## config.mk

```make
export PLATFORM = sky130hd
export DESIGN_NAME = fetch_stage
export DESIGN_NICKNAME = d
export VERILOG_FILES = /design/src/rtl/fetch_stage_pkg.sv /design/src/rtl/fetch_stage.sv
export SDC_FILE = /design/constraint.sdc
export NUM_CORES = 1
export LEC_CHECK = 0
export ABC_AREA = 0
export CAP_MARGIN = 20
export CELL_PAD_IN_SITES_DETAIL_PLACEMENT = 1
export CELL_PAD_IN_SITES_GLOBAL_PLACEMENT = 1
export CORE_MARGIN = 4
export CORE_UTILIZATION = 39
export CTS_CLUSTER_DIAMETER = 100
export DETAILED_ROUTE_END_ITERATION = 16
export PLACE_DENSITY_LB_ADDON = 0.1
export REMOVE_ABC_BUFFERS = 1
export SYNTH_ARGS = -nofsm -noshare
export SYNTH_HDL_FRONTEND = slang
export SYNTH_SLANG_ARGS = --single-unit
```

## constraint.sdc

```tcl
create_clock -name clk -period 3.53 [get_ports clk]
set_input_delay 0.706 -clock clk [delete_from_list [all_inputs] [get_ports clk]]
set_output_delay 0.706 -clock clk [all_outputs]
set_load 0.01 [all_outputs]
```

## src/rtl/fetch_stage_pkg.sv

```systemverilog
// Shared pipeline definitions for the instruction-fetch stage.
// State encoding and reset/bubble defaults.
package fetch_stage_pkg;

    typedef logic [1:0] fetchState_t;

    localparam fetchState_t FETCH = 2'd0;
    localparam fetchState_t HOLD  = 2'd1;
    localparam fetchState_t DRAIN = 2'd2;

    localparam logic [31:0] DEF_RESET_PC  = 32'h0000_3000;
    localparam logic [31:0] DEF_NOP_INSTR = 32'h0000_0000;

    function automatic logic [31:0] wordAlign(input logic [31:0] a);
        return {a[31:2], 2'b00};
    endfunction

endpackage

```

## src/rtl/fetch_stage.sv

```systemverilog
// MIPS instruction-fetch stage: owns the PC, handshakes with imem,
// buffers one instruction across stalls and drains on redirect.
module fetch_stage
    import fetch_stage_pkg::*;
#(
    parameter logic [31:0] RESET_PC  = DEF_RESET_PC,
    parameter logic [31:0] NOP_INSTR = DEF_NOP_INSTR
) (
    input  logic        clk,
    input  logic        rst_n,
    input  logic        Stall,
    input  logic        Redirect,
    input  logic [31:0] RedirectPC,
    output logic        IMemReq,
    output logic [31:0] IMemAddr,
    input  logic        IMemReady,
    input  logic [31:0] IMemRData,
    output logic [31:0] NPCOut,
    output logic [31:0] InstrOut,
    output logic        ValidOut
);

    fetchState_t state, stateNext;
    logic [31:0] pc, pcNext;
    logic [31:0] target, targetNext;
    logic [31:0] bufInstr, bufInstrNext;
    logic [31:0] bufNpc, bufNpcNext;
    logic [31:0] pcPlus4;
    logic [31:0] redirAddr;

    assign pcPlus4   = pc + 32'd4;
    assign redirAddr = wordAlign(RedirectPC);

    always_ff @(posedge clk) begin
        if (!rst_n) begin
            state    <= FETCH;
            pc       <= RESET_PC;
            target   <= '0;
            bufInstr <= '0;
            bufNpc   <= '0;
        end else begin
            state    <= stateNext;
            pc       <= pcNext;
            target   <= targetNext;
            bufInstr <= bufInstrNext;
            bufNpc   <= bufNpcNext;
        end
    end

    always_comb begin
        stateNext    = state;
        pcNext       = pc;
        targetNext   = target;
        bufInstrNext = bufInstr;
        bufNpcNext   = bufNpc;
        unique case (state)
            FETCH: begin
                if (Redirect) begin
                    if (IMemReady) begin
                        pcNext = redirAddr;
                    end else begin
                        targetNext = redirAddr;
                        stateNext  = DRAIN;
                    end
                end else if (IMemReady) begin
                    pcNext = pcPlus4;
                    if (Stall) begin
                        bufInstrNext = IMemRData;
                        bufNpcNext   = pcPlus4;
                        stateNext    = HOLD;
                    end
                end
            end
            HOLD: begin
                if (Redirect) begin
                    pcNext    = redirAddr;
                    stateNext = FETCH;
                end else if (!Stall) begin
                    stateNext = FETCH;
                end
            end
            DRAIN: begin
                // The in-flight request must complete before the new PC issues.
                if (Redirect) begin
                    targetNext = redirAddr;
                end
                if (IMemReady) begin
                    pcNext    = Redirect ? redirAddr : target;
                    stateNext = FETCH;
                end
            end
            default: begin
                stateNext = FETCH;
            end
        endcase
    end

    always_comb begin
        IMemReq  = 1'b0;
        IMemAddr = wordAlign(pc);
        ValidOut = 1'b0;
        InstrOut = NOP_INSTR;
        NPCOut   = '0;
        if (rst_n) begin
            unique case (state)
                FETCH: begin
                    IMemReq = 1'b1;
                    if (IMemReady && !Redirect) begin
                        ValidOut = 1'b1;
                        InstrOut = IMemRData;
                        NPCOut   = pcPlus4;
                    end
                end
                HOLD: begin
                    if (!Redirect) begin
                        ValidOut = 1'b1;
                        InstrOut = bufInstr;
                        NPCOut   = bufNpc;
                    end
                end
                DRAIN: begin
                    IMemReq = 1'b1;
                end
                default: begin
                    IMemReq = 1'b0;
                end
            endcase
        end
    end

endmodule

```

==> metrics.log <==
[metrics] total negative slack: 0 ns
[metrics] wire length of the first global-routing pass: about 43 mm
[metrics] critical-path cell with the highest stage delay: sky130_fd_sc_hd__clkdlybuf4s50_1
[metrics] final clock period utilization by the worst path: 0.982
[metrics] setup-violating endpoint count in the final report: 0
[metrics] number of buffer and inverter instances along the worst setup path: 3
[metrics] number of iterations in the first detailed-routing pass: 6
[metrics] Yosys top cell by area: sky130_fd_sc_hd__dfxtp_1
[metrics] post-synthesis instance total: a little over 1000
[metrics] total half-perimeter wirelength after legalization and detailed placement: between 15 and 20 mm
[metrics] Final Instance Count excl. Fillers: around 1400
[metrics] total CTS buffers: 17
[metrics] clock tree from TritonCTS: yes
[metrics] total number of clock tree sinks: 130
[metrics] Core ar.: 0.0188 sq mm
[metrics] data required time at the worst endpoint: 2.82 ns
[metrics] total standard cell area after synthesis: ~0.0075 sq mm
[metrics] most instantiated library cell after synthesis: sky130_fd_sc_hd__nand2_1
[metrics] number of global-route vias before repair: slightly below 8000
[metrics] maximum number of pins on one net before global-route repair: 59
[metrics] Max-slew headroom: 0.261
[metrics] post-synthesis average cell area: 7.29 sq um
[metrics] number of different library cells in the post-synthesis netlist: 70
[metrics] CTS clock-pin slew for the worst setup and hold paths: ~0.050 ns
[metrics] via count: between 7000 and 8000
[metrics] input/output buffers: about 160
[metrics] top cells by instance count after synthesis: 191 x sky130_fd_sc_hd__nand2_1, 133 x sky130_fd_sc_hd__a21oi_1, 130 x sky130_fd_sc_hd__dfxtp_1, 96 x sky130_fd_sc_hd__nor2_1, 63 x sky130_fd_sc_hd__clkbuf_1
[metrics] Residual DRC: 0
[metrics] number of enable flip-flop cells after synthesis: 0
[metrics] fraction of layout cells with a size suffix above 1: 0.130
[metrics] Die Footprint: around 0.021 sq mm
[metrics] Top cell by count, worst path: sky130_fd_sc_hd__clkdlybuf4s50_1
[metrics] cell types with the largest area share after synthesis: sky130_fd_sc_hd__dfxtp_1 35%, sky130_fd_sc_hd__nand2_1 9.6%, sky130_fd_sc_hd__a21oi_1 8.9%
[metrics] status: complete, no violations
[metrics] count of endpoints failing hold in the final timing report: 0
[metrics] Reg2Reg Setup Slack: between 0.7 and 0.8 ns
[metrics] Critical Path, Cell by Cell: clkdlybuf4s50_1 -> o21ai_4 -> or3_1 -> buf_4 -> o21ai_0 -> clkdlybuf4s50_1
[metrics] Hold-fix buffers, CTS: 0
[metrics] global placement routability congestion: about 0.90
[metrics] leakage dissipation: 3.53 nW
[metrics] Core Rows: 50
[metrics] antenna violations before repair: 0
[metrics] IR drop worst, VDD: 0.364 mV
[metrics] H-Tree Depth: 4
[metrics] Clock power frac: 0.348
[metrics] I/O Pins: 167
[metrics] post-route core utilization: 0.531
[metrics] Async SR Flop Fraction: 0
[metrics] maximum count of clock buffers along a single path: 2
[metrics] Synth warnings: 0
[metrics] internal power summed over all cells: 0.00318 W
[metrics] mean routed wirelength per cell: about 20 um
[metrics] area of the multi-input gates: about 0.0043 sq mm
[metrics] Slowest Stage Delay on Critical Path: around 0.6 ns
[metrics] primary flip-flop cell chosen by synthesis mapping: sky130_fd_sc_hd__dfxtp_1
[metrics] Vias/cell: 5.72
[metrics] Die X: approximately 150 um
[metrics] Seq/Total Area, Yosys: 0.348
[metrics] total cell area at the placement stage: roughly 0.0093 sq mm
[metrics] nature of the critical path startpoint: primary input
[metrics] start point of the critical path: rst_n
[metrics] latest clock arrival within the worst-skew pair: between 0.4 and 0.5 ns
[metrics] data arrival time of the worst path: around 2.8 ns
[metrics] post-detailed-routing wire length: 27.7 mm
[metrics] time the final worst path needs with I/O delays and setup: about 3.5 ns
[metrics] worst-margin pin slew: approximately 1.1 ns
[metrics] number of max-capacitance violations reported: 0
[metrics] dominant delay contributor by cell family on the critical path: buffers and inverters
[metrics] number of register bits inferred by synthesis: 130
[metrics] buffer cell driving the clock tree root: sky130_fd_sc_hd__clkbuf_16
[metrics] antenna violation net count after detailed routing: 0
[metrics] Placed Cells incl. Taps: approximately 1400
[metrics] NumNets Final: 1216
[metrics] Initial Util: 0.398
[metrics] type of the tightest min-delay check: reg2reg
[metrics] largest clock skew in the final design: 0.00717 ns
[metrics] Comb pwr share: 0.288
[metrics] upper clock frequency limit: 0.289 GHz
[metrics] overall routing resource usage: 0.251
[metrics] Worst Setup EP: NPCOut[17]
[metrics] Diodes inserted: 0
[metrics] gr ovfl total: 0
[metrics] total count of max-transition violations in the final report: 0
[metrics] power per cell area: roughly 480 mW/mm^2
[metrics] switching power of the nets: approximately 0.0016 W
[metrics] unrepaired setup endpoints after global routing: yes
[metrics] total non-filler cell area in the finished layout: between 0.009 and 0.01 sq mm
[metrics] Filler Cells Inserted: around 2300
[metrics] height of the chip: approximately 150 um
[metrics] Reg-to-Reg End: pc[26]
[metrics] critical setup path kind: in2out
[metrics] worst-path maximum fanout: 19
[metrics] Net Sw Frac: 0.335
[metrics] worst hold start: bufInstr[16]
[metrics] growth of design area from synthesis to finish: 33.3%
[metrics] portion of synthesized cell area occupied by the leading cell type: 0.348
[metrics] number of DRC markers after the initial detailed-route iteration: roughly 420
[metrics] FF-to-FF path depth: 8
[metrics] FF-to-FF Start: state[0]
[metrics] fraction of power consumed by sequential logic: 0.364
[metrics] kind of end point of the critical path: primary output
[metrics] register cell area after layout: about 0.0026 sq mm
[metrics] cell count along the critical path: 6
-- layout by cell type (no fill, tap or decap), types with 6 or more instances in the layout --
cell / synthesis / final
sky130_fd_sc_hd__nand3_1: 18 / 18
sky130_fd_sc_hd__a31oi_1: 6 / 6
sky130_fd_sc_hd__a221oi_1: 7 / 7
sky130_fd_sc_hd__clkdlybuf4s50_1: 0 / 159
sky130_fd_sc_hd__a22o_1: 10 / 10
sky130_fd_sc_hd__nand2_1: 191 / 190
sky130_fd_sc_hd__clkbuf_16: 0 / 17
sky130_fd_sc_hd__dfxtp_1: 130 / 124
sky130_fd_sc_hd__xor2_1: 8 / 8
sky130_fd_sc_hd__a22oi_1: 57 / 57
sky130_fd_sc_hd__a211oi_1: 11 / 11
sky130_fd_sc_hd__and3_1: 10 / 7
sky130_fd_sc_hd__o21ai_0: 53 / 52
sky130_fd_sc_hd__xnor2_1: 20 / 20
sky130_fd_sc_hd__nor3_1: 22 / 17
sky130_fd_sc_hd__dfxtp_2: 0 / 6
sky130_fd_sc_hd__a21oi_1: 133 / 133
sky130_fd_sc_hd__nand4_1: 10 / 10
sky130_fd_sc_hd__nor3_2: 2 / 6
sky130_fd_sc_hd__nor2_1: 96 / 95
sky130_fd_sc_hd__inv_1: 10 / 9
sky130_fd_sc_hd__buf_4: 32 / 59
-- how the worst min path moves through the flow --
stage	endpoint	slack [ns]	cells after the start
2_1_floorplan	target[3]	0.43	2
3_3_place_gp	bufNpc[1]	0.44	2
3_5_place_dp	bufInstr[16]	0.45	2
4_1_cts	bufInstr[16]	0.46	2
5_1_grt	bufInstr[16]	0.48	2
6_report	bufInstr[16]	0.45	2
-- state kept, by name, summed over array words and instances, names as in the netlist --
register / count
bufInstr: 32
bufNpc: 32
pc: 32
state: 2
target: 32
-- power by group through the flow --
| stage | registers, W | clock network, W | logic (W) |
|---|---|---|---|
| global placement | 0.00175 | 0 | 0.00134 |
| detailed placement | 0.00176 | 0 | 0.00136 |
| finish | 0.00174 | 0.00166 | 0.00138 |
| CTS | 0.00173 | 0.00170 | 0.00138 |
| global route | 0.00175 | 0.00176 | 0.00149 |
| floorplan | 0.00178 | 0 | 0.000627 |
-- worst reg2reg max path, stage by stage, from the launching register on --
cell                      delay, ns
sky130_fd_sc_hd__dfxtp_1       0.42
sky130_fd_sc_hd__inv_1         0.10
sky130_fd_sc_hd__ha_1          0.47
sky130_fd_sc_hd__nor2b_1       0.20
sky130_fd_sc_hd__o21ai_0       0.85
sky130_fd_sc_hd__buf_4         0.32
sky130_fd_sc_hd__a22o_1        0.13
sky130_fd_sc_hd__o21ai_0       0.09
sky130_fd_sc_hd__a21oi_1       0.18
-- metal layers --
layer	wire length, um	track usage	vias to the layer above	part of all wire
met1	12400	0.317	3879	0.45
met2	13500	0.434	215	0.49
met5	0	0	-	0
li1	-	-	3814	-
met3	1300	0.0475	31	0.047
met4	611	0.0800	0	0.022
-- per-stage QoR --
stage	setup slack, ns	power, W	hold WS, ns
4_1_cts	0.00215	0.00480	0.456
5_1_grt	-0.0317	0.00500	0.477
6_report	0.0645	0.00477	0.454
3_3_place_gp	0.0387	0.00309	0.442
3_5_place_dp	0.0283	0.00312	0.448
2_1_floorplan	-0.680	0.00240	0.434
-- repair_timing --
item	CTS	global route
setup buffers	0	0
endpoints found under the setup margin	8	19
resized for setup	9	19
pin swaps	0	1
-- layout make-up --
type	instances	area share
Multi-Input combinational cell	759	0.435
Sequential cell	130	0.262
Timing Repair Buffer	225	0.215
Clock buffer	21	0.0462
Tap cell	234	0.0294
Clock inverter	10	0.00866
Inverter	10	0.00377
-- kinds of logic after synthesis --
logic type / count (synthesis) / synth area share
AND/OR/NAND/NOR: 400 / 0.247
AO/OA/AOI/OAI: 316 / 0.263
buffers and inverters: 138 / 0.0886
flip-flops: 130 / 0.348
XOR/XNOR: 28 / 0.0328
multiplexers: 9 / 0.0129
adder cells (fa/ha/maj): 4 / 0.00670
other: 1 / 0.000502
Note: power is estimated with default switching activity, not from simulation.
